## src/rtl/boot_loader.sv

```systemverilog
// Byte-stream boot loader: takes a big-endian word count plus image words, writes them
// into block RAM from address 0, then releases the CPU and hands the RAM port to it.
module boot_loader #(
    parameter int SIZE  = 8,
    parameter int DEPTH = 2**SIZE
) (
    input  logic            clk,
    input  logic            rst,
    input  logic            start,
    input  logic            in_valid,
    input  logic [7:0]      in_data,
    output logic            in_ready,
    input  logic            cpu_wrEn,
    input  logic [SIZE-1:0] cpu_addr,
    input  logic [15:0]     cpu_data,
    output logic            ram_wrEn,
    output logic [SIZE-1:0] ram_addr,
    output logic [15:0]     ram_data,
    output logic            cpu_rst,
    output logic            done,
    output logic            err
);

    typedef enum logic [2:0] {
        HDR_HI,
        HDR_LO,
        DAT_HI,
        DAT_LO,
        WRITE,
        RUN,
        ERR
    } state_t;

    state_t        state, stateNext;
    logic [SIZE:0] wptr, wptrNext;
    logic [15:0]   word, wordNext;
    logic [15:0]   count, countNext;
    logic          cpuRstQ;
    logic          accept;
    logic [15:0]   hdrWord;

    assign in_ready = (state == HDR_HI) || (state == HDR_LO) ||
                      (state == DAT_HI) || (state == DAT_LO);
    assign accept   = in_valid && in_ready;
    assign hdrWord  = {word[15:8], in_data};

    always_comb begin
        stateNext = state;
        wptrNext  = wptr;
        wordNext  = word;
        countNext = count;
        ram_wrEn  = 1'b0;
        ram_addr  = wptr[SIZE-1:0];
        ram_data  = 16'h0000;

        case (state)
            HDR_HI: begin
                if (accept) begin
                    wordNext[15:8] = in_data;
                    stateNext      = HDR_LO;
                end
            end
            HDR_LO: begin
                if (accept) begin
                    countNext = hdrWord;
                    if (hdrWord == 16'h0000)
                        stateNext = RUN;
                    else if (32'(hdrWord) > DEPTH)
                        stateNext = ERR;
                    else
                        stateNext = DAT_HI;
                end
            end
            DAT_HI: begin
                if (accept) begin
                    wordNext[15:8] = in_data;
                    stateNext      = DAT_LO;
                end
            end
            DAT_LO: begin
                if (accept) begin
                    wordNext[7:0] = in_data;
                    stateNext     = WRITE;
                end
            end
            WRITE: begin
                ram_wrEn = 1'b1;
                ram_data = word;
                wptrNext = wptr + 1'b1;
                // wptr is one bit wider than the address so N == DEPTH ends without wrapping
                if (17'(wptr) + 17'd1 == {1'b0, count})
                    stateNext = RUN;
                else
                    stateNext = DAT_HI;
            end
            RUN: begin
                // a reload request blocks the CPU write seen in the same cycle
                ram_wrEn = cpu_wrEn && !start;
                ram_addr = cpu_addr;
                ram_data = cpu_data;
            end
            ERR: begin
                stateNext = ERR;
            end
            default: begin
                stateNext = HDR_HI;
            end
        endcase

        if (start) begin
            stateNext = HDR_HI;
            wptrNext  = '0;
            wordNext  = 16'h0000;
            countNext = 16'h0000;
        end
    end

    always_ff @(posedge clk or negedge rst) begin
        if (!rst) begin
            state   <= HDR_HI;
            wptr    <= '0;
            word    <= 16'h0000;
            count   <= 16'h0000;
            cpuRstQ <= 1'b1;
        end else begin
            state   <= stateNext;
            wptr    <= wptrNext;
            word    <= wordNext;
            count   <= countNext;
            // registered from the next state so the CPU reset never glitches on state decode
            cpuRstQ <= (stateNext != RUN);
        end
    end

    assign cpu_rst = cpuRstQ;
    assign done    = (state == RUN);
    assign err     = (state == ERR);

endmodule

```

## config.mk

```make
export PLATFORM = sky130hd
export DESIGN_NAME = boot_loader
export DESIGN_NICKNAME = d
export VERILOG_FILES = /design/src/rtl/boot_loader.sv
export SDC_FILE = /design/constraint.sdc
export NUM_CORES = 1
export LEC_CHECK = 0
export BUFFER_PORTS_ARGS = -buffer_cell sky130_fd_sc_hd__buf_2
export CAP_MARGIN = 20
export CORE_UTILIZATION = 54
export CTS_CLUSTER_SIZE = 40
export DETAILED_ROUTE_END_ITERATION = 12
export PLACE_DENSITY = 0.82
export RECOVER_POWER = 100
export SLEW_MARGIN = 20
export SYNTH_ARGS = -nofsm -noshare
export SYNTH_HDL_FRONTEND = slang
export SYNTH_SLANG_ARGS = --single-unit
```

## constraint.sdc

```tcl
create_clock -name clk -period 2.5 [get_ports clk]
set_input_delay 0.25 -clock clk [delete_from_list [all_inputs] [get_ports clk]]
set_output_delay 0.25 -clock clk [all_outputs]
set_load 0.05 [all_outputs]
```

After elaboration in Yosys (flattened, before gate mapping) --
Cells that the tools add are included.
Word-level totals: flip-flop bits (word level) 45, logic and storage cells 55, output and inout port bits 29, input bits 37
Cells by class: reduce and logical (&&, ||, !) cells 17, $lt $le $gt $ge 1, equality and inequality tests 8, add/subtract/negate cells 2, mux-type cells 21
Operator list (number):
- $mux 16 | 4
- $mux 8 | 4
- $pmux 16 s2 | 1
- $mux 3 | 8
- $pmux 3 s7 | 1
- $mux 9 | 2
- $eq 10x16->1 | 1
- $gt 16x9->1 const B | 1
- $logic_not 16->1 | 1
- $add 9x1->10 const B | 1
- $reduce_bool 2->1 | 5
- $add 9x1->9 const B | 1
- $eq 3x3->1 const B | 3
- $eq 3x2->1 const B | 2
- $reduce_and 2->1 | 3
- $eq 3x1->1 const B | 1
- $logic_not 3->1 | 1
- $logic_or 1x1->1 | 3
- $ne 3x3->1 const B | 1
- $logic_and 1x1->1 | 2
- $pmux 1 s2 | 1
- $reduce_or 2->1 | 1
- $logic_not 1->1 | 1

Longest topological paths before layout --
depth after elaboration 9, gate-level depth with buffers 7, mapped depth without buffers 7

Worst setup path after synthesis --
Ideal clock, no wire load.
path kind reg-to-reg, start point reg wptr[0], end point reg state[1], data arrival time 2.033 ns, data required time 2.380 ns, setup time 0.120 ns, period minus slack after synthesis 2.152 ns, stages on the path, launching flop included 7, path buffers 0, setup slack 0.348 ns, path through dfrtp_1 -> ha_1 -> nand2_2 -> or4b_2 -> a21oi_1 -> nand4_4 -> a31o_1
Between the ends: longest elaborated chain between the ends 5
RTL lines:
- start, declared | line 35 | logic [SIZE:0] wptr, wptrNext;
- start signal, assigned | line 127 | wptr <= wptrNext;
- $add 9x1->10 | line 91 | if (17'(wptr) + 17'd1 == {1'b0, count})
- $eq 10x16->1 | line 91
- $mux 3 | line 91
- $pmux 3 s7 | line 56 | case (state)
- $mux 3 | line 110 | if (start) begin
- via stateNext[1] | line 34 | state_t state, stateNext;
- end signal, assigned | line 126 | state <= stateNext;
- end, declared | line 34
The timed path passes the listed nets, and every way through them passes these cells. A chain may end at the register's enable or synchronous reset.

Worst setup path after layout --
Same ends and word-level chain as after synthesis.

==> flow_summary.json <==
{
  "outcome": "finished clean",
  "stdcell_count": 457,
  "fin_tns_setup_ns": 0,
  "finalMaxSlewViolations": 0,
  "crit_buf_inv": 0,
  "synth-seq-cells": 45,
  "syn_to_final_growth_pct": 15.5,
  "min_period_over_period": 0.933,
  "reg2reg_to": "state[1]$_DFF_PN0_",
  "worst_slew_pin_slew_ns": 1.10,
  "wire_per_inst_um": 14.1,
  "setup_slack_ns": 0.167,
  "path_class": "reg2reg",
  "worstPathCellList": "ha_2 -> nand2_2 -> or4b_2 -> a21oi_1 -> nand4_4 -> a31o_1",
  "yosysWarnings": 0,
  "end_kind": "flip-flop",
  "clock_latency_ns": 0.29,
  "via_per_inst": 5.52,
  "final_cell_mix": "89 x nand2_1, 44 x dfrtp_1, 42 x nor2_1, 36 x buf_2, 33 x a21oi_1",
  "dpl.cell_count": 449,
  "antenna_found_initial": 0,
  "r2r_slack_ns": 0.17,
  "grt_pass1_wl_um": 10800,
  "synth_nets": 369,
  "h-tree-depth": 2,
  "cts_root_buf": "clkbuf_8",
  "hold_violations": 0,
  "cts.path.max_buffers": 2,
  "initial_core_util": 0.570,
  "startpoint": "wptr[0]$_DFFE_PN0P_",
  "clock_skew_ns": 0.00271,
  "synth-edff-count": 0,
  "r2r-start": "wptr[0]$_DFFE_PN0P_",
  "worst-path-stages": 6,
  "postSynthAreaPerCell_um2": 8.24,
  "track_usage": 0.264,
  "ant_nets": 0,
  "place_ws_ns": 0.128,
  "crit_path_start_kind": "flip-flop",
  "p_leak_nw": 1.37,
  "place_hpwl_um": 4770,
  "slew_headroom": 0.268,
  "drive_above_1_share": 0.210,
  "first_iter_violations": 139,
  "cp.arrival_ns": 2.52,
  "ir_drop_v": 0.000243,
  "min_period_ns": 2.33,
  "hp-class": "in2reg",
  "portBuffers": 65,
  "dieArea_um2": 5340,
  "reg2reg_depth": 6,
  "diodes": 0,
  "grt_overflow": 0,
  "wl_um": 6460,
  "p_total_mw": 1.39,
  "path_delay_family": "simple AND/OR/NAND/NOR gates",
  "final_common_cell": "nand2_1",
  "syn_inst": 331,
  "power_density_nw_per_um2": 442,
  "synth_top_flop_cell": "dfrtp_1",
  "vias": 2523,
  "ys_types": 44,
  "cts.sinks": 45,
  "pin_count": 66,
  "crit_fanout": 8,
  "rsz0062_at_grt": "false",
  "rows": 25,
  "worst-endpoint-required_ns": 2.69,
  "numCtsBuffers": 5,
  "post_cts_buffers": 0,
  "critPathSlowestCell": "or4b_2",
  "core_um2": 4790,
  "max_cap_viol_count": 0,
  "synth-async-reset-ratio": 1.00,
  "grt_pass1_vias": 2281,
  "finalSetupViolCount": 0,
  "ys_seq_area_frac": 0.413,
  "first_pass_iters": 4,
  "fill_cells": 411,
  "grt_start_max_net_pins": 46,
  "dieHeight_um": 73.1,
  "netlist_area_um2": 2730,
  "final_util": 0.658,
  "place_congestion": 0.865,
  "crit_end": "state[1]$_DFF_PN0_",
  "path_clk_slew_ns": 0.08,
  "die_w_um": 73.1,
  "max_stage_delay_ns": 0.65,
  "drc": 0,
  "fmax_ghz": 0.429,
  "cts_tree": "yes",
  "layout.nets": 428
}
[through the flow]
| stage | cell area, um2 | hold slack, ns |
|---|---|---|
| after CTS | 3150 | 0.143 |
| final | 3150 | 0.234 |
| after global placement | 3070 | 0.464 |
| after global routing | 3150 | 0.237 |
| after floorplan | 2730 | -0.0456 |
| after detailed placement | 3070 | 0.463 |
[worst min-delay path by stage]
stage	startpoint	endpoint	slack, ns	cells after the start
global route	in_data[2]	word[2]$_DFFE_PN0P_	0.24	3
detailed placement	rst	wptr[5]$_DFFE_PN0P_	0.46	1
finish	in_data[5]	count[5]$_DFFE_PN0P_	0.23	3
CTS	rst	wptr[6]$_DFFE_PN0P_	0.14	1
floorplan	rst	count[0]$_DFFE_PN0P_	-0.05	0
global placement	rst	wptr[5]$_DFFE_PN0P_	0.46	1
[per-layer routing]
metal,share of wire,vias to the layer above,wire length (um),track usage
met2,0.49,85,3200,0.449
met5,0,-,0,0
met1,0.44,1201,2830,0.350
met3,0.054,8,351,0.0470
li1,-,1229,-,-
met4,0.012,0,80,0.0654
[cell usage after synthesis (2+ instances only)]
cell | count | share of area
nand2_1 | 89 | 0.12
dfrtp_1 | 44 | 0.40
nor2_1 | 42 | 0.058
a21oi_1 | 33 | 0.061
mux2i_1 | 24 | 0.088
clkbuf_1 | 13 | 0.018
xnor2_1 | 13 | 0.042
nor4_1 | 6 | 0.014
o21ai_0 | 6 | 0.011
inv_1 | 5 | 0.0069
nor3_1 | 5 | 0.0092
or3_1 | 5 | 0.011
xor2_1 | 4 | 0.013
clkbuf_8 | 3 | 0.015
nor3b_1 | 3 | 0.0083
a22oi_1 | 2 | 0.0055
and2_1 | 2 | 0.0046
buf_1 | 2 | 0.0028
nand3_1 | 2 | 0.0037
nand3b_1 | 2 | 0.0055
nand4_1 | 2 | 0.0046
o211ai_1 | 2 | 0.0055
[area by class of cell]
class / instances / area, um2 / share of cell area
sequential: 45 / 1130 / 0.358
clock buffer: 7 / 86.3 / 0.0274
multi-input combinational: 260 / 1470 / 0.465
timing repair buffer: 72 / 365 / 0.116
tap: 67 / 83.8 / 0.0266
inverter: 6 / 22.5 / 0.00715
[state kept, by name, summed over array words and instances, names as in the netlist]
| signal | count |
|---|---|
| count | 16 |
| cpu_rst | 1 |
| state | 3 |
| word | 16 |
| wptr | 9 |
[cells by family (layout without fill, tap and decap cells)]
logic type | Yosys count | in the layout | share of synthesized area
AOI/OAI and AO/OA | 52 | 52 | 0.117
DFF | 45 | 45 | 0.413
buffers and inverters | 26 | 85 | 0.0509
xor gates and xnor gates | 17 | 17 | 0.0546
adders and majority gates | 1 | 1 | 0.00458
muxes | 24 | 24 | 0.0880
and+or+nand+nor | 166 | 166 | 0.272
[worst min-delay path, delay by kind of cell]
kind,cells,cell delay (ns)
buffers and inverters,1,0.13
and+or+nand+nor,1,0.06
AOI/OAI and AO/OA,1,0.05
[where the power goes]
group | internal [mW] | switching, mW | leakage, nW | total, mW
sequential | 0.743 | 0.0243 | 0.619 | 0.767
clock | 0.219 | 0.231 | 0.0443 | 0.451
combinational | 0.0703 | 0.105 | 0.703 | 0.175
total | 1.03 | 0.360 | 1.37 | 1.39
[what timing repair did]
action / CTS / global route
resized for setup: 0 / 1
endpoints found under the hold margin: 0 / 12
hold buffers: 0 / 1
endpoints found under the setup margin: 0 / 1
No activity file was read; power rests on OpenSTA's default activity.
